`src/rtl/grf_sb_pkg.sv`:
```
// Shared sizing for the GRF issue scoreboard: register file geometry,
// pending-writer counter width and the widths of the status outputs.
package grf_sb_pkg;
    localparam int NREG    = 32;
    localparam int AW      = 5;
    localparam int CNT_W   = 2;
    localparam int CNT_MAX = (1 << CNT_W) - 1;
    localparam int INFL_W  = 7;
    localparam int STALL_W = 32;
endpackage

```
`src/rtl/grf_sb_counter.sv`:
```
// Pending-writer count for one GRF register. Saturates at all-ones and
// refuses to drop below zero, flagging that case as an underflow.
module grf_sb_counter
    import grf_sb_pkg::*;
#(
    parameter int W = CNT_W
) (
    input  logic         clk,
    input  logic         clr,
    input  logic         inc,
    input  logic         dec,
    input  logic         flush,
    output logic [W-1:0] cnt,
    output logic         nonzero,
    output logic         full,
    output logic         underflow
);
    logic [W-1:0] cnt_q, cnt_d;

    assign cnt       = cnt_q;
    assign nonzero   = |cnt_q;
    assign full      = &cnt_q;
    // A same-cycle inc cancels the release, so only a lone release can underflow.
    assign underflow = dec & ~inc & ~nonzero;

    always_comb begin
        cnt_d = cnt_q;
        if (flush)
            cnt_d = '0;
        else if (inc && !dec && !full)
            cnt_d = cnt_q + W'(1);
        else if (dec && !inc && nonzero)
            cnt_d = cnt_q - W'(1);
    end

    always_ff @(posedge clk) begin
        if (clr) cnt_q <= '0;
        else     cnt_q <= cnt_d;
    end
endmodule

```
`src/rtl/grf_scoreboard.sv`:
```
// Issue-stage hazard controller for the GRF: tracks in-flight writers per
// register, holds issue on RAW hazards or counter saturation.
module grf_scoreboard
    import grf_sb_pkg::*;
#(
    parameter int NREG  = grf_sb_pkg::NREG,
    parameter int AW    = grf_sb_pkg::AW,
    parameter int CNT_W = grf_sb_pkg::CNT_W
) (
    input  logic               clk,
    input  logic               clr,
    input  logic               iss_valid,
    input  logic [AW-1:0]      iss_rs,
    input  logic [AW-1:0]      iss_rt,
    input  logic               iss_use_rs,
    input  logic               iss_use_rt,
    input  logic               iss_wr_en,
    input  logic [AW-1:0]      iss_wa,
    output logic               iss_ready,
    input  logic               wb_valid,
    input  logic [AW-1:0]      wb_wa,
    input  logic               flush,
    output logic [INFL_W-1:0]  inflight,
    output logic [STALL_W-1:0] stall_cnt,
    output logic               err
);
    logic [NREG-1:0][CNT_W-1:0] pend;
    logic [NREG-1:0]            nz_v, full_v;
    logic [NREG-1:1]            inc_v, dec_v, uf_v;

    logic haz_rs, haz_rt, sat, fire, up, release_w, same_fire, down;

    logic [INFL_W-1:0]  inflight_q, inflight_d;
    logic [STALL_W-1:0] stall_q, stall_d;
    logic               err_q, err_d;

    assign pend[0]   = '0;
    assign nz_v[0]   = 1'b0;
    assign full_v[0] = 1'b0;

    for (genvar r = 1; r < NREG; r++) begin : g_reg
        assign inc_v[r] = up & (iss_wa == AW'(r));
        assign dec_v[r] = wb_valid & (wb_wa == AW'(r));
        grf_sb_counter #(.W(CNT_W)) u_cnt (
            .clk       (clk),
            .clr       (clr),
            .inc       (inc_v[r]),
            .dec       (dec_v[r]),
            .flush     (flush),
            .cnt       (pend[r]),
            .nonzero   (nz_v[r]),
            .full      (full_v[r]),
            .underflow (uf_v[r])
        );
    end

    // Only registered counts are consulted: the GRF has no bypass, so a
    // same-cycle writeback does not make its value visible to this reader.
    assign haz_rs    = iss_use_rs & (iss_rs != '0) & (pend[iss_rs] != '0);
    assign haz_rt    = iss_use_rt & (iss_rt != '0) & (pend[iss_rt] != '0);
    assign sat       = iss_wr_en & (iss_wa != '0) & full_v[iss_wa];
    assign iss_ready = ~haz_rs & ~haz_rt & ~sat;

    assign fire      = iss_valid & iss_ready;
    assign up        = fire & iss_wr_en & (iss_wa != '0);
    assign release_w = wb_valid & (wb_wa != '0);
    assign same_fire = up & (iss_wa == wb_wa);
    assign down      = release_w & (nz_v[wb_wa] | same_fire);

    always_comb begin
        inflight_d = inflight_q;
        if (flush)
            inflight_d = '0;
        else if (up && !down)
            inflight_d = inflight_q + INFL_W'(1);
        else if (down && !up)
            inflight_d = inflight_q - INFL_W'(1);

        stall_d = stall_q;
        if (iss_valid && !iss_ready && !(&stall_q))
            stall_d = stall_q + STALL_W'(1);

        err_d = err_q | (|uf_v);
    end

    always_ff @(posedge clk) begin
        if (clr) begin
            inflight_q <= '0;
            stall_q    <= '0;
            err_q      <= 1'b0;
        end else begin
            inflight_q <= inflight_d;
            stall_q    <= stall_d;
            err_q      <= err_d;
        end
    end

    assign inflight  = inflight_q;
    assign stall_cnt = stall_q;
    assign err       = err_q;
endmodule

```
`config.mk`:
```
export PLATFORM = sky130hd
export DESIGN_NAME = grf_scoreboard
export DESIGN_NICKNAME = d
export VERILOG_FILES = /design/src/rtl/grf_sb_pkg.sv /design/src/rtl/grf_sb_counter.sv /design/src/rtl/grf_scoreboard.sv
export SDC_FILE = /design/constraint.sdc
export NUM_CORES = 1
export LEC_CHECK = 0
export BUFFER_PORTS_ARGS = -buffer_cell sky130_fd_sc_hd__buf_2
export CAP_MARGIN = 20
export CORE_ASPECT_RATIO = 0.6
export CORE_MARGIN = 2
export CORE_UTILIZATION = 60
export DETAILED_ROUTE_END_ITERATION = 16
export MAX_ROUTING_LAYER = met4
export PLACE_DENSITY = 0.8
export SLEW_MARGIN = 20
export SYNTH_ARGS = -nofsm -noshare
export SYNTH_HDL_FRONTEND = slang
export SYNTH_HIERARCHICAL = 1
export SYNTH_SLANG_ARGS = --single-unit
export TNS_END_PERCENT = 100
```
`constraint.sdc`:
```
create_clock -name clk -period 9.6 [get_ports clk]
set_clock_uncertainty 0.05 [all_clocks]
set_input_delay 0.96 -clock clk [delete_from_list [all_inputs] [get_ports clk]]
set_output_delay 0.96 -clock clk [all_outputs]
set_load 0.02 [all_outputs]
```
Yosys cells after proc, flatten, opt, wreduce, memory -nomap -nowiden

Index checks and enable logic that the tools add are counted.

Reduce and logical (&&, ||, !) cells: 328
Multiplexer cells: 72
Shift-type cells: 0
Order comparisons: 4
$mul: 0
Equal/unequal tests: 63
Bitwise logic cells: 205
$add $sub $neg: 65
Divide/modulo/power cells: 0

Operator list:

| kind                                                                   | count |
|---|---|
| 5-bit equality test (second input constant)                            | 32 |
| 1-bit AND                                                              | 138 |
| 1-bit logical AND                                                      | 128 |
| 2-bit two-way mux                                                      | 64 |
| 1-bit zero test                                                        | 97 |
| 5-bit by 4-bit equality test with 1-bit output (second input constant) | 16 |
| 2-bit nonzero test                                                     | 34 |
| 1-bit NOT                                                              | 65 |
| 2-bit OR reduction                                                     | 32 |
| 2-bit by 1-bit adder with 2-bit output (second input constant)         | 31 |
| 2-bit AND reduction                                                    | 31 |
| 2-bit by 1-bit subtractor with 2-bit output (second input constant)    | 31 |
| 5-bit by 3-bit equality test with 1-bit output (second input constant) | 8 |
| 32-bit by 1-bit adder with 32-bit output (second input constant)       | 1 |
| 32-bit AND reduction                                                   | 1 |
| 31-bit OR reduction                                                    | 1 |
| 5-bit by 6-bit < comparator with 1-bit output (second input constant)  | 4 |
| 2-bit binary-select mux with 5-bit select                              | 2 |
| 5-bit by 2-bit equality test with 1-bit output (second input constant) | 4 |
| 5-bit nonzero test                                                     | 4 |
| 7-bit two-way mux                                                      | 2 |
| 1-bit binary-select mux with 5-bit select                              | 2 |
| 5-bit by 1-bit equality test with 1-bit output (second input constant) | 2 |
| 7-bit by 1-bit adder with 7-bit output (second input constant)         | 1 |
| 4 further kinds                                                        | 6 |

Bits in read-only memories: 0
Output and inout port bits: 41
Input port bits: 28
Bits in registers: 102
Memories kept: 0
Latch bits: 0
Word-level logic and storage cells: 771
Memory bits (writable): 0

Depth between registers and ports, before layout

Depth in word-level cells: 16
Gate-level depth with buffers: 23
Gate-level depth less buffers: 20

Cells and area by module

Netlist, hierarchy kept.

Modules (own cells, without submodules):

| module         | area an instance (um^2) | times used | cells an instance | sequential area each (um^2) |
|---|---|---|---|---|
| grf_sb_counter | 140.1                   | 31         | 16                | 40.0 |
| grf_scoreboard | 4290.4                  | 1          | 565               | 800.8 |

Least setup slack after synthesis

Ideal clock, no wire load.

Path kind: in2reg
From: in iss_wa[0]
To: reg inflight_q[6], in the netlist inflight[6]
Stages: 22
Library setup time: 0.070 ns
Required time: 9.480 ns
Path buffers: 4
Path slack: 4.892 ns
Arrival: 4.588 ns
Cell sequence: buf_6 > buf_6 > mux4_2 > mux2i_1 > a21oi_1 > o21ba_1 > a31oi_1 > and3_1 > buf_6 > buf_6 > nand2_2 > o22a_1 > ha_1 > inv_1 > ha_1 > a21o_1 > a21oi_1 > o21bai_1 > a21oi_1 > xnor2_1 > or3_1 > a21oi_1

Word-level cells in the longest chain between the ends: 14
Elaborated cells between the ends (all ways): 20
Those cells by class: eq/ne (1); mux (3); bitwise (10); reduce/logical (6)

RTL lines:

| item                                                                            | RTL line                                   | RTL |
|---|---|---|
| start: declaration                                                              | grf_scoreboard.sv:18                       | `input logic [AW-1:0] iss_wa,` |
| 1-bit binary-select mux with 5-bit select or 5-bit nonzero test (tied branches) | grf_scoreboard.sv:61, grf_scoreboard.sv:65 |  |
| 1-bit two-way mux (implied by the code) or 1-bit AND (tied branches)            | grf_scoreboard.sv:61                       | `assign sat = iss_wr_en & (iss_wa != '0) & full_v[iss_wa];` |
| 1-bit AND                                                                       | grf_scoreboard.sv:61                       |  |
| 1-bit NOT                                                                       | grf_scoreboard.sv:62                       | `assign iss_ready = ~haz_rs & ~haz_rt & ~sat;` |
| 1-bit AND                                                                       | grf_scoreboard.sv:62                       |  |
| 1-bit AND                                                                       | grf_scoreboard.sv:64                       | `assign fire = iss_valid & iss_ready;` |
| 1-bit AND (2 in a row)                                                          | grf_scoreboard.sv:65                       | `assign up = fire & iss_wr_en & (iss_wa != '0);` |
| 1-bit AND                                                                       | grf_scoreboard.sv:67                       | `assign same_fire = up & (iss_wa == wb_wa);` |
| 1-bit bitwise OR                                                                | grf_scoreboard.sv:68                       | `assign down = release_w & (nz_v[wb_wa] \| same_fire);` |
| 1-bit AND                                                                       | grf_scoreboard.sv:68                       |  |
| 1-bit zero test                                                                 | grf_scoreboard.sv:74                       | `else if (up && !down)` |
| 1-bit logical AND                                                               | grf_scoreboard.sv:74                       |  |
| 7-bit two-way mux or 2-bit nonzero test (tied branches)                         | -                                          |  |
| end signal: assignment                                                          | grf_scoreboard.sv:92                       | `inflight_q <= inflight_d;` |
| end: declaration                                                                | grf_scoreboard.sv:33                       | `logic [INFL_W-1:0] inflight_q, inflight_d;` |

Parallel ways exist; a longest one is shown, timed or not. The select of a mux whose other input is x is not followed.
A chain may end at the register's enable or synchronous reset.

Worst setup path after layout

Same ends and word-level chain as after synthesis.

==> summary by stage <==
Outcome
The flow ran to the end, and the final reports show no timing, DRC or antenna violations.

Worst setup path
The kind of start point of the critical path is an input port. The cell that appears most often on the critical path is sky130_fd_sc_hd__a21oi_1. Broken down by cell family, the worst path's largest delay share belongs to compound AO/OA/AOI/OAI gates. Along the worst path, the maximum fanout reaches 63.

Data on the critical path is required at its endpoint by 9.83 ns. The kind of capture point of the worst setup path is a register. The largest single stage delay on the critical path is 0.57 ns. Counting both buffers and inverters, the worst setup path holds a total of 3. The slowest cell on the critical path is sky130_fd_sc_hd__mux4_2. The critical path in this run is classified as in2reg. STA puts the critical path data arrival time at 5.47 ns. Walking the worst path, the cells encountered are buf_2 -> mux4_2 -> o221ai_1 -> a21oi_1 -> o21ba_1 -> a31oi_1 -> and3_2 -> buf_4 -> nand2_2 -> o22a_1 -> ha_1 -> inv_1 -> ha_1 -> a21o_1 -> a21oi_1 -> o21bai_1 -> a21oi_1 -> xnor2_1 -> or3_1 -> a21oi_1.

Finish
After the last flow step, the layout net total stands at 1,137. The library cells used most frequently in the layout, excluding fill and tap cells, are sky130_fd_sc_hd__nor2_1 (140), sky130_fd_sc_hd__dfxtp_1 (102), sky130_fd_sc_hd__buf_2 (67). The commonest non-fill, non-tap cell in the layout is sky130_fd_sc_hd__nor2_1. In the final layout, the share of cells above drive strength 1 is 22.6%. The layout overhead on the synthesized area is 7.88%. Cells fill 67.1% of the core in the end. The finished cells cover 9320 um2. The number of fill cells in the layout is 1,227.

GRT
The first global-routing pass estimated roughly 40 mm of wire. The initial antenna violation count came to 1. The number of global-route vias before repair is 7,498. The pin count of the biggest net entering global routing is 75. Across every metal layer, demand over resource in global routing totals 33.0%. Summed over all layers, the global routing overflow is 0.

STA
After layout, the minimum clock period comes to 5.24 ns. The number of setup violations in the final report is 0. The post-route fraction of the period consumed by the critical path is a little over half.

The number of pins with negative max-slew slack in the final report is 0. In the final timing run, aggregate negative setup slack is 0 ns. The count of endpoints failing hold in the final timing report is 0. For the pin with the worst max-slew slack, the measured transition is 0.936 ns.

The worst slew margin relative to its limit is a little under two fifths. Setup repair after global routing left no endpoint under its margin. Static timing analysis puts the maximum clock frequency at 191 MHz.

Power
In this run switching power makes up 27.6% of total power. The share of total power dissipated in sequential elements is 44.2%. Summed over all nets, the switching power comes to 0.268 mW.

In this run the power density over the cells is 104 nW/um2. The internal power consumption is 0.703 mW. The worst voltage drop across the vdd grid is 0.0778 mV. In this run, the combinational gates consume 13.7% of the power. The design draws 0.971 mW. The leakage power is between 3 and 4 nW. In this run, the clock network consumes 42.1% of the power.

Place
The quantity of I/O buffers inserted on ports is 68. The congestion estimate from routability-driven global placement came to 1.02. The cell area after placement is 8990 um2. After legalization and detailed placement, the total HPWL measured ~18 mm.

Clock tree
The number of buffers between clock root and the deepest sink is 2. The clock transition at the registers of the reported paths is 0.07 ns. The tree built by TritonCTS fans out to around 100 sinks. The post-cts sizing count is 0. The number of hold buffers added after CTS was 0. Post-CTS timing repair inserted 0 buffers for setup. In this run, CTS created clock tree buffers numbering 9.

The tree is rooted in a sky130_fd_sc_hd__clkbuf_16. The clock tree from TritonCTS is yes. The number of H-tree branching levels is 3. The worst-skew pair later-pin latency is 0.35 ns.

Detailed routing
The total number of vias is 8,355. The wire length reported by the detailed router is 24.6 mm. In the routed design, unresolved DRC markers number 0.

In this run, the number of DRC markers left after iteration 0 of detailed routing was around 970. The average via count per standard cell is 6.43. The average detailed-routed wire length per instance is 18.9 um. In this run the remaining antenna-violating nets after routing total 0.

The detailed-routing iteration count for the pre-antenna-repair pass is 6.

Floorplan
The die covers roughly 15,000 um2. In this run the count of I/O pins placed on the die edge is 69. Once the floorplan was initialized, standard cells occupied 62.2% of the core. The floorplan has 33 rows. The die extent in x is 159 um. The core footprint is 13,900 um2. Measured along the y axis, the die boundary spans 96.9 um.

Synthesis
The distinct cell type count of the synthesized netlist is 65. The average instance area after synthesis is 8.14 um2. The synthesized flop and latch total is 102.

The portion of synthesized cell area occupied by the leading cell type is 23.6%. The async set-reset flop share out of synthesis is 0%. The net count after synthesis is 1,097. The synthesis warning total is 6. The number of standard cells after synthesis is 1,061. Of all cell types, the one taking the most synthesized area is sky130_fd_sc_hd__dfxtp_1.

In the post-synthesis netlist, the biggest area contributors are sky130_fd_sc_hd__dfxtp_1 (24%), sky130_fd_sc_hd__nor2_1 (6.1%), sky130_fd_sc_hd__mux4_2 (5.2%), sky130_fd_sc_hd__a211oi_2 (4.8%), sky130_fd_sc_hd__mux2i_1 (4.2%). The count of flip-flops with a built-in enable after synthesis is 0. The sequential fraction of the synthesis area is 23.6%. In the synthesized netlist the dominant register cell turns out to be sky130_fd_sc_hd__dfxtp_1. Summing every instance area after synthesis gives roughly 8600 um2.

Hold path
The kind of path behind the tightest hold check is reg2reg.

Flow run
The count of maximum capacitance violations is 0.
-- logic make-up (layout without fill, tap and decap cells) --
kind of cell,after synthesis,in the layout,share of synthesized area (%)
simple gates,558,558,37.9
compound gates,229,229,18.8
flops,102,102,23.6
mux,65,65,10.6
buf+inv,57,102,3.62
xor+xnor,42,42,4.26
fa+ha+maj,8,8,1.25
other cells,0,1,0
-- final cells by class --
cell class | count | area, um2 | share of cell area (%)
tap | 192 | 240 | 2.58
inverter | 14 | 52.6 | 0.564
sequential | 102 | 2040 | 21.9
multi-input combinational | 902 | 6280 | 67.4
timing repair buffer | 72 | 373 | 4.00
antenna | 1 | 2.50 | 0.0269
clock buffer | 12 | 246 | 2.65
clock inverter | 4 | 77.6 | 0.833
-- metal layers --
| layer | vias up | track usage [%] | share of wire [%] |
|---|---|---|---|
| met1 | 3949 | 48.7 | 46 |
| li1 | 3974 | - | - |
| met4 | 0 | 7.20 | 1.6 |
| met5 | - | - | 0 |
| met2 | 387 | 44.5 | 40 |
| met3 | 45 | 8.96 | 12 |
-- synthesized netlist by cell type (5+ instances only) --
master / number
sky130_fd_sc_hd__buf_6: 7
sky130_fd_sc_hd__and3_1: 7
sky130_fd_sc_hd__or2_2: 33
sky130_fd_sc_hd__nand2b_1: 12
sky130_fd_sc_hd__nand3_1: 23
sky130_fd_sc_hd__nor2_1: 140
sky130_fd_sc_hd__clkbuf_1: 23
sky130_fd_sc_hd__mux2_2: 5
sky130_fd_sc_hd__o21ai_0: 12
sky130_fd_sc_hd__nor3_1: 34
sky130_fd_sc_hd__xnor2_1: 37
sky130_fd_sc_hd__or2b_2: 31
sky130_fd_sc_hd__a211oi_2: 33
sky130_fd_sc_hd__nand4_1: 16
sky130_fd_sc_hd__a21oi_1: 39
sky130_fd_sc_hd__mux4_2: 20
sky130_fd_sc_hd__and2b_1: 31
sky130_fd_sc_hd__and2_2: 31
sky130_fd_sc_hd__and2_1: 32
sky130_fd_sc_hd__or4_1: 16
sky130_fd_sc_hd__buf_2: 5
sky130_fd_sc_hd__a211oi_1: 42
sky130_fd_sc_hd__mux2i_1: 36
sky130_fd_sc_hd__and4_1: 7
sky130_fd_sc_hd__inv_1: 14
sky130_fd_sc_hd__or3_1: 7
sky130_fd_sc_hd__o21ai_1: 62
sky130_fd_sc_hd__nor4_1: 15
sky130_fd_sc_hd__ha_1: 7
sky130_fd_sc_hd__dfxtp_1: 102
sky130_fd_sc_hd__xor2_1: 5
sky130_fd_sc_hd__nor2b_1: 14
sky130_fd_sc_hd__o31ai_1: 16
sky130_fd_sc_hd__nor3b_1: 35
sky130_fd_sc_hd__nand2_1: 56
-- state kept, by name, summed over array words and instances, names as in the netlist --
register     count
inflight         7
stall_cnt       32
err              1
g.u_cnt/cnt     62
-- tightest hold or removal path, cell delays in order, from the launching register on --
cell	delay, ns
sky130_fd_sc_hd__dfxtp_1	0.33
sky130_fd_sc_hd__o41ai_1	0.06
sky130_fd_sc_hd__a21oi_1	0.05
-- power groups by stage --
stage | Sequential [mW] | Clock, mW | Combinational (mW)
after CTS | 0.429 | 0.413 | 0.129
after floorplan | 0.441 | 0 | 0.0935
final | 0.429 | 0.409 | 0.133
after detailed placement | 0.439 | 0 | 0.129
after global routing | 0.430 | 0.430 | 0.144
after global placement | 0.439 | 0 | 0.127
-- stage by stage --
stage	hold WS, ns	setup WS [ns]	std cells
2_1_floorplan	0.426	4.89	1061
3_3_place_gp	0.434	4.16	1282
3_5_place_dp	0.438	4.05	1282
4_1_cts	0.449	4.40	1298
5_1_grt	0.483	4.06	1299
6_report	0.446	4.36	1299
-- final timing paths --
kind / from / cells after the start / end / slack (ns)
worst max-delay path: iss_wa[0] / 20 / inflight[6]$_SDFFE_PP0P_ / 4.36
worst min-delay path: stall_cnt[31]$_SDFFE_PP0P_ / 2 / stall_cnt[31]$_SDFFE_PP0P_ / 0.45
worst max register to register: g_reg[19].u_cnt/cnt[0]$_SDFFE_PP0P_ / 20 / inflight[6]$_SDFFE_PP0P_ / 4.75
worst min register to register: stall_cnt[31]$_SDFFE_PP0P_ / 2 / stall_cnt[31]$_SDFFE_PP0P_ / 0.45
No activity file was read; power rests on OpenSTA's default activity.
